===== src/rtl/vector_alu_seq.sv =====
// Sequential vector ALU: processes one register of a LMUL group per RUN cycle and
// writes its result one cycle later, applying mask/tail agnostic fill policies.
module vector_alu_seq #(
    parameter  int VLEN  = 64,
    localparam int VLENB = VLEN / 8,
    localparam int VLW   = $clog2(VLEN) + 1
) (
    input  logic             clk,
    input  logic             reset_n,
    input  logic             start_i,
    input  logic [2:0]       op_i,
    input  logic [1:0]       src_sel_i,
    input  logic [4:0]       vs1_i,
    input  logic [4:0]       vs2_i,
    input  logic [4:0]       vd_i,
    input  logic [31:0]      scalar_i,
    input  logic [4:0]       imm_i,
    input  logic             vm_i,
    input  logic             vta_i,
    input  logic             vma_i,
    input  logic [1:0]       vsew_i,
    input  logic [1:0]       vlmul_i,
    input  logic [VLW-1:0]   vl_i,
    output logic [4:0]       rf_raddr_a_o,
    output logic [4:0]       rf_raddr_b_o,
    output logic [4:0]       rf_raddr_c_o,
    input  logic [VLEN-1:0]  rf_rdata_a_i,
    input  logic [VLEN-1:0]  rf_rdata_b_i,
    input  logic [VLEN-1:0]  rf_rdata_c_i,
    input  logic [VLEN-1:0]  v0_i,
    output logic             rf_we_o,
    output logic [4:0]       rf_waddr_o,
    output logic [VLEN-1:0]  rf_wdata_o,
    output logic [VLENB-1:0] rf_wbe_o,
    output logic             busy_o,
    output logic             done_o,
    output logic             error_o
);
    localparam int AW = $clog2(VLEN);

    typedef enum logic [1:0] {IDLE, RUN, DRAIN} state_e;

    typedef struct packed {
        logic [2:0]     op;
        logic [1:0]     src;
        logic [4:0]     vs1, vs2, vd;
        logic [31:0]    scalar;
        logic [4:0]     imm;
        logic           vm, vta, vma;
        logic [1:0]     sew, lmul;
        logic [VLW-1:0] vl;
        logic           err;
    } issue_t;

    state_e           state_q, state_d;
    logic [2:0]       idx_q, idx_d;
    issue_t           iss_q, iss_d;
    logic             we_q, we_d;
    logic [4:0]       waddr_q, waddr_d;
    logic [VLEN-1:0]  wdata_q, wdata_d;
    logic [VLENB-1:0] wbe_q, wbe_d;

    // {write enable, write all-ones} for global element e
    function automatic logic [1:0] policy(input int e, input int vle, input issue_t s, input logic v0b);
        if (e < vle) begin
            if (s.vm || v0b) return 2'b10;
            return s.vma ? 2'b11 : 2'b00;
        end
        return s.vta ? 2'b11 : 2'b00;
    endfunction

    function automatic logic [31:0] lane(input issue_t s, input logic [31:0] a, input logic [31:0] vv,
                                         input logic [31:0] m, input logic [1:0] pol);
        logic [31:0] b;
        logic [31:0] r;
        case (s.src)
            2'd1:    b = s.scalar;
            2'd2:    b = {{27{s.imm[4]}}, s.imm};
            default: b = vv;
        endcase
        b = b & m;
        case (s.op)
            3'd0:    r = a + b;
            3'd1:    r = a - b;
            3'd2:    r = a & b;
            3'd3:    r = a | b;
            3'd4:    r = a ^ b;
            3'd5:    r = (a < b) ? a : b;
            3'd6:    r = (a > b) ? a : b;
            default: r = '0;
        endcase
        return pol[0] ? m : (r & m);
    endfunction

    always_comb begin
        state_d = state_q;
        idx_d   = idx_q;
        iss_d   = iss_q;
        case (state_q)
            IDLE: if (start_i) begin
                state_d      = RUN;
                idx_d        = '0;
                iss_d.op     = op_i;
                iss_d.src    = src_sel_i;
                iss_d.vs1    = vs1_i;
                iss_d.vs2    = vs2_i;
                iss_d.vd     = vd_i;
                iss_d.scalar = scalar_i;
                iss_d.imm    = imm_i;
                iss_d.vm     = vm_i;
                iss_d.vta    = vta_i;
                iss_d.vma    = vma_i;
                iss_d.sew    = vsew_i;
                iss_d.lmul   = vlmul_i;
                iss_d.vl     = vl_i;
                iss_d.err    = (vsew_i == 2'd3) || (op_i == 3'd7) || (src_sel_i == 2'd3) ||
                               (!vm_i && vd_i == 5'd0);
            end
            // ~(111 << lmul) is N-1 for N = 2^lmul
            RUN: if (idx_q == ~(3'b111 << iss_q.lmul)) state_d = DRAIN;
                 else idx_d = idx_q + 3'd1;
            DRAIN: begin
                state_d = IDLE;
                idx_d   = '0;
            end
            default: state_d = IDLE;
        endcase
    end

    always_comb begin
        int          epr, vlmax, vle, e;
        logic [1:0]  pol;
        logic [31:0] res;
        wdata_d = '0;
        wbe_d   = '0;
        pol     = '0;
        res     = '0;
        e       = 0;
        epr     = VLENB >> iss_q.sew;
        vlmax   = epr << iss_q.lmul;
        vle     = (int'(iss_q.vl) < vlmax) ? int'(iss_q.vl) : vlmax;
        // disabled bytes carry the old vd contents so a full-width write stays undisturbed
        case (iss_q.sew)
            2'd0: for (int j = 0; j < VLENB; j++) begin
                e   = int'(idx_q) * epr + j;
                pol = policy(e, vle, iss_q, v0_i[e[AW-1:0]]);
                res = lane(iss_q, 32'(rf_rdata_a_i[8*j +: 8]), 32'(rf_rdata_b_i[8*j +: 8]), 32'hFF, pol);
                wdata_d[8*j +: 8] = pol[1] ? res[7:0] : rf_rdata_c_i[8*j +: 8];
                wbe_d[j]          = pol[1];
            end
            2'd1: for (int j = 0; j < VLENB / 2; j++) begin
                e   = int'(idx_q) * epr + j;
                pol = policy(e, vle, iss_q, v0_i[e[AW-1:0]]);
                res = lane(iss_q, 32'(rf_rdata_a_i[16*j +: 16]), 32'(rf_rdata_b_i[16*j +: 16]), 32'hFFFF, pol);
                wdata_d[16*j +: 16] = pol[1] ? res[15:0] : rf_rdata_c_i[16*j +: 16];
                wbe_d[2*j +: 2]     = {2{pol[1]}};
            end
            2'd2: for (int j = 0; j < VLENB / 4; j++) begin
                e   = int'(idx_q) * epr + j;
                pol = policy(e, vle, iss_q, v0_i[e[AW-1:0]]);
                res = lane(iss_q, rf_rdata_a_i[32*j +: 32], rf_rdata_b_i[32*j +: 32], 32'hFFFF_FFFF, pol);
                wdata_d[32*j +: 32] = pol[1] ? res : rf_rdata_c_i[32*j +: 32];
                wbe_d[4*j +: 4]     = {4{pol[1]}};
            end
            default: ;
        endcase
        if (state_q != RUN || iss_q.err) begin
            wdata_d = '0;
            wbe_d   = '0;
        end
        we_d    = |wbe_d;
        waddr_d = (state_q == RUN) ? iss_q.vd + {2'b00, idx_q} : '0;
    end

    always_ff @(posedge clk or negedge reset_n) begin
        if (!reset_n) begin
            state_q <= IDLE;
            idx_q   <= '0;
            iss_q   <= '0;
            we_q    <= 1'b0;
            waddr_q <= '0;
            wdata_q <= '0;
            wbe_q   <= '0;
        end else begin
            state_q <= state_d;
            idx_q   <= idx_d;
            iss_q   <= iss_d;
            we_q    <= we_d;
            waddr_q <= waddr_d;
            wdata_q <= wdata_d;
            wbe_q   <= wbe_d;
        end
    end

    assign rf_raddr_a_o = (state_q == RUN) ? iss_q.vs2 + {2'b00, idx_q} : '0;
    assign rf_raddr_b_o = (state_q == RUN) ? iss_q.vs1 + {2'b00, idx_q} : '0;
    assign rf_raddr_c_o = (state_q == RUN) ? iss_q.vd  + {2'b00, idx_q} : '0;
    assign rf_we_o      = we_q;
    assign rf_waddr_o   = waddr_q;
    assign rf_wdata_o   = wdata_q;
    assign rf_wbe_o     = wbe_q;
    assign busy_o       = (state_q != IDLE);
    assign done_o       = (state_q == DRAIN);
    assign error_o      = (state_q == DRAIN) && iss_q.err;

endmodule


===== config.mk =====
export PLATFORM = sky130hd
export DESIGN_NAME = vector_alu_seq
export DESIGN_NICKNAME = d
export VERILOG_FILES = /design/src/rtl/vector_alu_seq.sv
export SDC_FILE = /design/constraint.sdc
export NUM_CORES = 2
export LEC_CHECK = 0
export BUFFER_PORTS_ARGS = -buffer_cell sky130_fd_sc_hd__buf_2
export CORE_MARGIN = 2
export CORE_UTILIZATION = 29
export CTS_CLUSTER_DIAMETER = 200
export CTS_CLUSTER_SIZE = 14
export DETAILED_ROUTE_END_ITERATION = 6
export PLACE_DENSITY = 0.46
export SLEW_MARGIN = 20
export SYNTH_ARGS = -nofsm -noshare
export SYNTH_HDL_FRONTEND = slang
export SYNTH_SLANG_ARGS = --single-unit

===== constraint.sdc =====
create_clock -name clk -period 6.2 [get_ports clk]
set_input_delay 1.55 -clock clk [delete_from_list [all_inputs] [get_ports clk]]
set_output_delay 1.55 -clock clk [all_outputs]
set_load 0.05 [all_outputs]

==> run_results.csv <==
group,metric,value,unit
synth,synthTopCellsByArea,"ha_1, dfrtp_1, a21oi_1",
synth,yosys_warnings,0,
timing,clock_skew,0.0255,ns
detailed_routing,drt_iter0_drc,6196,
timing,fmax,0.166,GHz
critical_path,worstSetupStartpointType,"flip-flop",
synth,async_flop_share,100,%
place,place.gp.congestion,1.01,
place,place_hpwl,174000,µm
grt,antenna_found_initial,39,
grt,overflow,0,
place,numPortBuffers,425,
synth,synth_edf_count,0,
timing,fin_crit_sh,97.2,%
timing,setup_ws,0.172,ns
detailed_routing,drc_errors,0,
timing,fin_crit,6.03,ns
critical_path,cp.arrival,6.45,ns
cells_and_area,final_layout_size_suffix_gt1_share,18.9,%
critical_path,r2r_setup_slack,0.17,ns
detailed_routing,viasPerCell,6.20,
synth,synth_cells,5244,
timing,slew_headroom,22.4,%
synth,yosys.area_share.simple,17.5,%
clock_network,cts_tree,"done",
detailed_routing,drt-pass1-iter-count,6,
synth,synth_fp_nets,6059,
synth,synth_area,38100,µm²
synth,synth-seq-area-share,10.2,%
critical_path,path_max_fanout,27,
clock_network,htree_levels,4,
synth,synth_area_leader_cell,"ha_1",
critical_path,rr_startpoint,"iss_q[67]",
floorplanning,core_area,131000,µm²
grt,grt_max_degree,82,
status,status,"completed",
clock_network,cts_hold_buffers,0,
critical_path,max_stage_delay,0.83,ns
clock_network,clk_path_buf_depth,2,
floorplanning,num_rows,133,
critical_path,cp_slowest_cell,"a21oi_1",
critical_path,endpoint,"rf_wdata_o[14]",
synth,synth_compound_area_share,34.9,%
cells_and_area,nets,6442,
clock_network,clk_pin_slew,0.09,ns
critical_path,worstPathCellList,"inv_1, ha_1, inv_2, nand2_1, buf_12, a21oi_1, nor2_1, inv_1, ha_1, buf_4, nor2_1, a221o_1, a2111oi_0, a21oi_1, o22ai_1, o21ba_2, o221ai_1, a211oi_1, buf_4, nand2_1, a31o_2",
run,maxCapViolations,0,
synth,synth_top_family_by_area,"compound AO/OA/AOI/OAI gates",
grt,grt_usage,31.7,%
critical_path,worst-r2r-cell-count,21,
grt,grt_pass1_vias,42800,
synth,ys_types,103,
timing,tightest_slew,1.16,ns
detailed_routing,vias,45900,
detailed_routing,routedWlPerCell,30.1,µm
timing,hold_violations,0,
synth,synthFlopType,"dfrtp_1",
synth,synth.top_cell.area_share,15.2,%
place,dp_cells,7359,
synth,synthXorXnorAreaFrac,2.57,%
timing,grt_setup_unrepaired,"yes",
critical_path,cp.required,6.62,ns
floorplanning,start_util,29.1,%
floorplanning,die_x,367,µm
detailed_routing,detail-route-antenna-nets,0,
synth,synthAdderAreaFrac,16.3,%
critical_path,startpoint,"iss_q[67]",
clock_network,cts_sinks,155,
clock_network,numCtsBuffers,17,
cells_and_area,ff_latch_area,3890,µm²
synth,syn-mean-instance-area,7.27,µm²
timing,setup_viol,0,
floorplanning,pin_count,426,
synth,synth.most_common_cell,"nor2_1",
synth,muxShareOfSynthArea,10.8,%
floorplanning,die_h,367,µm
detailed_routing,wl,223000,µm
clock_network,cts_root_buf,"clkbuf_16",
hold_path,whs_path_depth,1,
synth,yosys_register_bits,155,
synth,synth_common_cells,"nor2_1, a21oi_1, ha_1",
critical_path,critical_path_class,"flip-flop to flip-flop",
grt,grt_pass1_wl,314000,µm
cells_and_area,multi_input_area,31700,µm²
clock_network,clock_latency,0.53,ns
critical_path,crit_path_end_kind,"flip-flop",
floorplanning,die_area,134000,µm²
critical_path,r2r_end,"rf_wdata_o[14]",
cells_and_area,syn_to_final_growth,16.6,%
place,place_ws,-0.0186,ns
cells_and_area,fin_cells,7412,
cells_and_area,nFillCells,14300,
timing,finalMaxSlewViolations,0,
hold_path,hp-class,"flip-flop to flip-flop",
==> worst max-delay path, delay by kind of cell, from the launching register on <==
family	cells	cell delay (ns)
and+or+nand+nor	4	0.38
buffers and inverters	6	0.84
DFF	1	0.38
AOI/OAI and AO/OA	9	3.78
adders and majority gates	2	0.51
==> how the worst min path moves through the flow <==
stage / from / end / slack, ns
floorplan: iss_q[30] / iss_q[30] / 0.48
global placement: iss_q[52] / iss_q[52] / 0.49
detailed placement: iss_q[48] / iss_q[48] / 0.50
CTS: iss_q[45] / iss_q[45] / 0.52
global route: iss_q[45] / iss_q[45] / 0.54
finish: iss_q[59] / iss_q[59] / 0.52
==> cell type report <==
class,instances,area share [%]
diodes,17,0.0956
inverters,377,3.20
clock buffers,17,0.956
well taps,1755,4.94
multi-input cells,4344,71.2
clock inverters,15,0.447
flip-flops and latches,155,8.75
repair buffers,732,10.5
==> placed cells by master (no fill, tap or decap), drive strengths merged, types with 31 or more instances in the layout <==
| cell type | instances |
|---|---|
| ha | 464 |
| nor3 | 78 |
| a21oi | 520 |
| and2 | 41 |
| buf | 731 |
| o21bai | 40 |
| o221ai | 73 |
| dfrtp | 155 |
| a221oi | 71 |
| a31oi | 77 |
| nand2b | 60 |
| and3 | 34 |
| o22ai | 84 |
| o21a | 41 |
| a22oi | 93 |
| a21o | 71 |
| nor2 | 557 |
| a221o | 34 |
| inv | 384 |
| o31ai | 38 |
| nand2 | 393 |
| nor4 | 31 |
| a211oi | 82 |
| xnor2 | 80 |
| o21ai | 373 |
| mux2i | 154 |
| nand3 | 87 |
| mux2 | 75 |
| mux4 | 77 |
| nor2b | 52 |
| o211ai | 84 |
==> flip-flops by register name (all words and copies together) (netlist names) <==
| register | flops |
|---|---|
| iss_q | 72 |
| rf_we_o | 1 |
| state_q | 2 |
| rf_wdata_o | 64 |
| rf_waddr_o | 5 |
| rf_wbe_o | 8 |
| idx_q | 3 |
==> cell families (layout without fill, tap and decap cells) <==
kind of cell / count (synthesis) / in the layout
adders and majority gates: 485 / 485
and+or+nand+nor: 1460 / 1460
muxes: 306 / 306
DFF: 155 / 155
buffers and inverters: 745 / 1141
AOI/OAI and AO/OA: 1989 / 1989
xor gates and xnor gates: 104 / 104
other: 0 / 17
==> timing repair <==
action	CTS	global route
setup endpoints to repair	0	49
setup buffers	0	4
resized for setup	0	17
==> through the flow <==
stage	cell area [µm²]	util, %	hold slack, ns	TNS [ns]
3_3_place_gp	43700	33.4	0.494	-0.0815
3_5_place_dp	43700	33.4	0.501	-0.0186
6_report	44500	34.0	0.517	0
2_1_floorplan	38200	-	0.481	0
4_1_cts	44300	33.8	0.521	0
5_1_grt	44500	33.9	0.535	-0.135
==> per-layer routing <==
metal	routed length (µm)	global-route usage [%]	part of all wire [%]
met1	92200	42.1	41
met2	93600	47.0	42
met3	24300	8.03	11
met4	12800	16.2	5.7
met5	196	0	0.088
Power is not shown: default switching activity piles up to over one toggle a cycle in this logic, so the estimate is an artifact.
